**config.mk**
```make
export PLATFORM = sky130hd
export DESIGN_NAME = decode_pipe
export DESIGN_NICKNAME = d
export VERILOG_FILES = /design/src/rtl/decode_pipe.sv
export SDC_FILE = /design/constraint.sdc
export NUM_CORES = 1
export LEC_CHECK = 0
export CAP_MARGIN = 20
export CELL_PAD_IN_SITES_DETAIL_PLACEMENT = 0
export CELL_PAD_IN_SITES_GLOBAL_PLACEMENT = 1
export CORE_ASPECT_RATIO = 0.7
export CORE_MARGIN = 10
export CORE_UTILIZATION = 30
export DETAILED_ROUTE_END_ITERATION = 7
export PLACE_DENSITY = 0.6
export SYNTH_ARGS = -nofsm -noshare
export SYNTH_HDL_FRONTEND = slang
export SYNTH_SLANG_ARGS = --single-unit
```
**constraint.sdc**
```tcl
create_clock -name clk_i -period 16.5 [get_ports clk_i]
set_clock_uncertainty 0.05 [all_clocks]
set_input_delay 1.65 -clock clk_i [delete_from_list [all_inputs] [get_ports clk_i]]
set_output_delay 1.65 -clock clk_i [all_outputs]
set_load 0.005 [all_outputs]
```
**src/rtl/decode_pipe.sv**
```systemverilog
// MIPS instruction decode stage: decodes on enqueue into a small circular buffer
// and presents the head entry from a dedicated output register.
module decode_pipe #(
    parameter int IMM_W = 32,
    parameter int PC_W  = 32,
    parameter int DEPTH = 2
) (
    input  logic             clk_i,
    input  logic             rst_n_i,
    input  logic             flush_i,
    input  logic             in_valid_i,
    output logic             in_ready_o,
    input  logic [31:0]      instr_i,
    input  logic [PC_W-1:0]  pc_i,
    input  logic             sign_ext_i,
    output logic             out_valid_o,
    input  logic             out_ready_i,
    output logic [4:0]       rs_o,
    output logic [4:0]       rt_o,
    output logic [4:0]       rd_o,
    output logic [4:0]       shamt_o,
    output logic [5:0]       op_o,
    output logic [5:0]       funct_o,
    output logic [25:0]      target_o,
    output logic [IMM_W-1:0] imm_o,
    output logic [PC_W-1:0]  pc_o,
    output logic             is_r_type_o,
    output logic             is_i_type_o,
    output logic             is_j_type_o,
    output logic             use_link_reg_o
);

    localparam int PTR_W = $clog2(DEPTH);
    localparam int CNT_W = $clog2(DEPTH + 1);

    typedef struct packed {
        logic [5:0]       op;
        logic [4:0]       rs;
        logic [4:0]       rt;
        logic [4:0]       rd;
        logic [4:0]       shamt;
        logic [5:0]       funct;
        logic [25:0]      target;
        logic [IMM_W-1:0] imm;
        logic [PC_W-1:0]  pc;
        logic             is_r;
        logic             is_i;
        logic             is_j;
        logic             link;
    } entry_t;

    // Handshake: a transfer happens on a rising edge where valid && ready && !flush_i;
    // ready never depends on the opposite side's ready, only on occupancy.
    entry_t           mem [DEPTH];
    entry_t           dec;
    entry_t           head_q;
    entry_t           head_d;
    logic [PTR_W-1:0] rd_ptr;
    logic [PTR_W-1:0] wr_ptr;
    logic [PTR_W-1:0] rd_nxt;
    logic [PTR_W-1:0] wr_nxt;
    logic [CNT_W-1:0] count;
    logic             push;
    logic             pop;

    assign in_ready_o  = (count < CNT_W'(DEPTH));
    assign out_valid_o = (count != '0);
    assign push        = in_valid_i && in_ready_o && !flush_i;
    assign pop         = out_valid_o && out_ready_i && !flush_i;
    assign rd_nxt      = (rd_ptr == PTR_W'(DEPTH - 1)) ? '0 : rd_ptr + 1'b1;
    assign wr_nxt      = (wr_ptr == PTR_W'(DEPTH - 1)) ? '0 : wr_ptr + 1'b1;

    always_comb begin
        dec            = '0;
        dec.op         = instr_i[31:26];
        dec.rs         = instr_i[25:21];
        dec.rt         = instr_i[20:16];
        dec.rd         = instr_i[15:11];
        dec.shamt      = instr_i[10:6];
        dec.funct      = instr_i[5:0];
        dec.target     = instr_i[25:0];
        dec.imm        = {IMM_W{sign_ext_i & instr_i[15]}};
        dec.imm[15:0]  = instr_i[15:0];
        dec.pc         = pc_i;
        dec.is_r       = (dec.op == 6'h00);
        dec.is_j       = (dec.op == 6'h02) || (dec.op == 6'h03);
        dec.is_i       = !dec.is_r && !dec.is_j;
        dec.link       = ((dec.op == 6'h01) && ((dec.rt == 5'h10) || (dec.rt == 5'h11)))
                       || ((dec.op == 6'h00) && (dec.funct == 6'h09))
                       || (dec.op == 6'h03);
    end

    // The head register tracks mem[rd_ptr]; a push into an empty (or emptying)
    // buffer bypasses storage so the entry is visible one cycle later.
    always_comb begin
        head_d = head_q;
        if (pop) begin
            if (count == CNT_W'(1)) begin
                if (push) head_d = dec;
            end else begin
                head_d = mem[rd_nxt];
            end
        end else if (push && (count == '0)) begin
            head_d = dec;
        end
    end

    always_ff @(posedge clk_i) begin
        if (rst_n_i && push) mem[wr_ptr] <= dec;
    end

    always_ff @(posedge clk_i) begin
        if (!rst_n_i) begin
            count  <= '0;
            rd_ptr <= '0;
            wr_ptr <= '0;
            head_q <= '0;
        end else if (flush_i) begin
            count  <= '0;
            rd_ptr <= '0;
            wr_ptr <= '0;
        end else begin
            if (push) wr_ptr <= wr_nxt;
            if (pop)  rd_ptr <= rd_nxt;
            case ({push, pop})
                2'b10:   count <= count + 1'b1;
                2'b01:   count <= count - 1'b1;
                default: count <= count;
            endcase
            head_q <= head_d;
        end
    end

    assign op_o           = head_q.op;
    assign rs_o           = head_q.rs;
    assign rt_o           = head_q.rt;
    assign rd_o           = head_q.rd;
    assign shamt_o        = head_q.shamt;
    assign funct_o        = head_q.funct;
    assign target_o       = head_q.target;
    assign imm_o          = head_q.imm;
    assign pc_o           = head_q.pc;
    assign is_r_type_o    = head_q.is_r;
    assign is_i_type_o    = head_q.is_i;
    assign is_j_type_o    = head_q.is_j;
    assign use_link_reg_o = head_q.link;

endmodule

```
# ---- After elaboration in Yosys (flattened, before gate mapping)
# Memory sizes are Yosys's and may differ from the RTL's.
# Cells that the tools add are included.
dict set report op_classes {
  mux 9
  addsub 4
  bitwise 3
  eq_ne 10
  n_lt_le_gt_ge 1
  reduce_logical 23
}
# op count
set ops {}
lappend ops {{2-to-1 mux 126 bit} 4}
lappend ops {{equality test 6 x 2 -> 1 bit, second input constant} 2}
lappend ops {{equality test 5 bit, second input constant} 2}
lappend ops {{logical AND 1 bit} 9}
lappend ops {{equality test 6 x 1 -> 1 bit, second input constant} 1}
lappend ops {{equality test 6 x 4 -> 1 bit, second input constant} 1}
lappend ops {{logical NOT 6 bit} 1}
lappend ops {{nonzero test 2 bit} 3}
lappend ops {{equality test 2 x 1 -> 1 bit, second input constant} 2}
lappend ops {{logical OR 1 bit} 4}
lappend ops {{2-to-1 mux 1 bit} 4}
lappend ops {{case mux 2 bit (2 select lines)} 1}
lappend ops {{logical NOT 1 bit} 3}
lappend ops {{inequality test 3 bit, second input constant} 1}
lappend ops {{AND reduction 3 bit} 1}
lappend ops {{adder 1 bit, second input constant} 2}
lappend ops {{adder 2 x 1 -> 2 bit, second input constant} 1}
lappend ops {{equality test 2 bit, second input constant} 1}
lappend ops {{logical NOT 2 bit} 1}
lappend ops {{less-than comparator 2 bit, second input constant} 1}
lappend ops {{NOT 1 bit} 2}
lappend ops {{OR reduction 2 bit} 1}
lappend ops {{subtractor 2 x 1 -> 2 bit, second input constant} 1}
lappend ops {{bitwise AND 1 bit} 1}
dict set report totals {
  ramBits 252
  word_cells 67
  regBits 130
  mem_count 1
  output_inout_bits 128
  in_bits 70
}
# name depth word_bits read_ports rd_clocked_by_memory_dff write_ports line_no
set mem_list {}
lappend mem_list {mem 2 126 1 0 1 54} ;# entry_t mem [DEPTH];

# ---- Depth between registers and ports, before layout
dict set report depth {
  depth_word 8
  depth_mapped 11
  ltp_nobuf 9
}

# ---- Least setup slack after synthesis
# Ideal clock, no wire load.
dict set report synth_timing {
  path_kind {input-to-reg}
  start {input flush_i}
  end {memory mem[0][0] (netlist name), enable pin}
  setup_ns 0.595
  arrival_ns 7.210
  n_path_buf 1
  required_ns 15.855
  path_slack_ns 8.645
  cell_stages 3
  path_cell_list {or3b_1 buf_2 nor3b_1}
}
dict set report synth_between {
  elab_chain_cells 5
}
# item line_no
set synth_rtl {}
lappend synth_rtl {{start, declared} 10} ;# input logic flush_i,
lappend synth_rtl {{logical NOT 1 bit} 68} ;# assign push = in_valid_i && in_ready_o && !flush_i;
lappend synth_rtl {{logical AND 1 bit} 68}
lappend synth_rtl {{logical AND 1 bit} 109} ;# if (rst_n_i && push) mem[wr_ptr] <= dec;
lappend synth_rtl {{2-to-1 mux 1 bit} 109}
lappend synth_rtl {{2-to-1 mux 1 bit (not written as such)} 109}
lappend synth_rtl {{end, declared} 54}
# No other way between the ends.

# ---- Final worst setup path
dict set report layout_timing {
  start {input flush_i}
  end {register head_q, in the netlist use_link_reg_o}
}
dict set report layout_between {
  elab_chain_cells 5
  elab_cells_between_ends 9
  cone_classes {eq/ne: 1; mux: 1; bitwise: 1; reduce/logical: 6}
}
# item line_no
set layout_rtl {}
lappend layout_rtl {{logical NOT 1 bit} {68, 69}}
lappend layout_rtl {{logical AND 1 bit} 68}
lappend layout_rtl {{logical AND 1 bit} 103} ;# end else if (push && (count == '0)) begin
lappend layout_rtl {{nonzero test 2 bit (no source line)} -}
lappend layout_rtl {{AND reduction 3 bit (no source line)} -}
lappend layout_rtl {{end signal, assigned} 117} ;# head_q <= '0;
lappend layout_rtl {{end signal, assigned} 130} ;# head_q <= head_d;
lappend layout_rtl {{end, declared} 56} ;# entry_t head_q;
# Parallel ways exist; a longest one is shown, timed or not.
# A chain may end at the register's enable or synchronous reset.

==> impl_metrics.ini <==
[clock_tree]
root_buffer = clkbuf_16
clkLatencyLatePin_ns = 0.50
htreeDepth = 1
clkTransAtPathRegs_ns = 0.06
cts_hold_buffers = 0
cts.repair.resized = 0
cts_buffer_depth = 3
clkSinkCount = 211
postCtsSetupRepairBufs = 0
cts-buffers-inserted = 23
cts_tree = built

[layout]
design_area_um2 = 11400
layout_common_cells = clkdlybuf4s50_1 (196), edfxtp_1 (138), nand2_1 (136), dfxtp_1 (72), mux2i_1 (68)
syn2layout_area_growth_pct = 30.3
finalNetCount = 900
antenna_cells = 0
fin_util_pct = 39.6
final_common_cell = clkdlybuf4s50_1
drive_above_1_share_pct = 5.69
fillers = 2774

[synthesis]
ys_seq_area_share_pct = 64.1
synth_top_area_share_pct = 47.4
synth_cells = 699
ys_seq_elements = 211
yosysTopAreaCell = edfxtp_1
synth_fp_nets = 772
synthesis.area_um2 = 8750
ys_warn_count = 0
avgSynthCellArea_um2 = 12.5
synth.distinct_cells = 34
synth.area.top_cells = edfxtp_1 (47%), dfxtp_1 (17%), mux2i_1 (7.8%)

[flow_run]
cap_violations = 0

[setup_path]
cp-end-kind = flop
cp_num_cells = 8
rrSetupSlack_ns = 13.39
path_buf_inv = 2
crit_slowest_cell = buf_4
critical_path_class = in -> reg
critical_path_arrival_ns = 4.64
crit_end = use_link_reg_o
cp_top_family = buffers and inverters
regToRegEndpoint = rd_o[1]
crit_path_cell_trace = clkdlybuf4s50_1, or3b_1, ha_1, o2bb2ai_1, a211oi_4, buf_4, o21ai_0, a41o_1
max_stage_delay_ns = 0.72
timing.rr.start = count[0]
cp-start-kind = primary input
critPathLaunch = flush_i
reg2reg_depth = 10
required_ns = 16.84
cp_max_fo = 68

[routing]
drc_errors = 0
drtPass1Iterations = 5
routedWlPerCell_um = 18.2
vias_per_cell = 4.52
totalWireLength_um = 22300
ant_nets = 0
drtIter0Drc = 238
vias = 5524

[timing]
max_slew_margin_pct = 28.3
worst_pin_slew_ns = 1.08
fmax_mhz = 232
setup_tns_ns = 0
setup_ws_ns = 12.20
period_minus_slack_ns = 4.30
finalSetupViolations = 0
rsz0062_at_grt = no
hold_violations = 0
final_max_slew_viol_count = 0
period_share_pct = 26.1

[global_routing]
grt_pass1_vias = 5778
grt_pass1_wl_um = 34500
track_usage_pct = 11.9
gr-total-overflow = 0
grt_antenna_before_repair = 0
grt_start_max_net_pins = 95

[hold_path]
holdPathStages = 2
holdCritPathClass = reg -> reg

[die]
io_pins = 198
fp.dieW_um = 224
die_area_um2 = 36500
die_h_um = 163
initial_core_util_pct = 30.4
rows = 52
core-area_um2 = 28800

[place]
place_ws_ns = 11.66
place_area_um2 = 10600
port_buffers = 197
place.gp.congestion = 0.712
hpwl_um = 13300

[power_and_ir_drop]
leakagePower_nw = 3.49
power_density_nw_per_um2 = 106
ir_drop_uv = 60.9

[run_status]
status = finished, final reports clean
==> logic make-up (layout without fill, tap and decap cells) <==
logic type | count (synthesis) | count (layout) | synth area share [%]
compound gates | 145 | 145 | 12.4
buf+inv | 108 | 253 | 7.45
mux | 68 | 68 | 7.78
simple gates | 160 | 160 | 7.48
flops | 211 | 211 | 64.1
fa+ha+maj | 3 | 3 | 0.429
xor+xnor | 4 | 4 | 0.400
==> worst min-delay path by stage <==
stage / from / end
4_1_cts: pc_o[14] / pc_o[14]
6_report: pc_o[14] / pc_o[14]
3_5_place_dp: pc_o[14] / pc_o[14]
3_3_place_gp: pc_o[6] / pc_o[6]
2_1_floorplan: pc_o[10] / pc_o[10]
5_1_grt: pc_o[19] / pc_o[19]
==> power by group <==
group          switching (mW)  leakage [nW]  internal, mW
Clock                   0.206         0.369         0.314
Combinational          0.0486          1.27        0.0566
Sequential            0.00934          1.85         0.579
Total                   0.263          3.49         0.950
==> final cells by class <==
class,count,area [um^2],share of cell area (%)
clock inverters,9,125,1.10
repair buffers,206,2030,17.8
clock buffers,33,633,5.55
multi-input cells,380,2510,22.0
well taps,378,473,4.15
inverters,5,18.8,0.165
flip-flops and latches,211,5610,49.2
==> synthesized netlist by cell type <==
cell and count:
nand3_1 3, nand2b_1 3, nor2_1 6, o21ai_0 8, a21boi_1 20, a41o_1 1
nor4b_1 3, buf_2 11, o2111ai_1 1, a211oi_1 1, clkbuf_1 27, inv_1 5
xor2_1 3, and3_1 1, nor2b_1 2, a211o_1 1, and2_1 2, o211ai_1 65
buf_4 58, a211oi_4 1, a21boi_0 45, nor4_1 1, xnor2_1 1, nor3b_1 2
edfxtp_1 138, buf_1 5, a31oi_1 1, nand2_1 136, mux2i_1 68, ha_1 3
buf_6 2, or3b_1 1, dfxtp_1 73, o2bb2ai_1 1
==> worst min-delay path, stage by stage (launching register included) <==
cell and delay, ns:
dfxtp_1 0.31, nand2_1 0.05, a21boi_1 0.05
==> state kept, by name, indices dropped and copies added (netlist names), 2 cells and up <==
name      cells
funct_o       5
mem         138
shamt_o       4
rd_o          4
rs_o          5
pc_o         32
op_o          6
rt_o          4
count         2
target_o      4
==> layer usage <==
metal / vias up / global-route usage [%] / routed length, um
li1: 2733 / - / -
met1: 2631 / 15.8 / 10600
met5: - / 0 / 0
met2: 135 / 18.2 / 9590
met3: 25 / 4.25 / 1710
met4: 0 / 2.34 / 353
==> through the flow <==
stage	instances	power, mW	hold WS (ns)
floorplan	699	0.647	0.401
global placement	1180	0.707	0.395
detailed placement	1180	0.708	0.396
CTS	1222	1.23	0.404
global route	1222	1.27	0.424
finish	1222	1.21	0.401
Power figures use the tool's default switching activity.
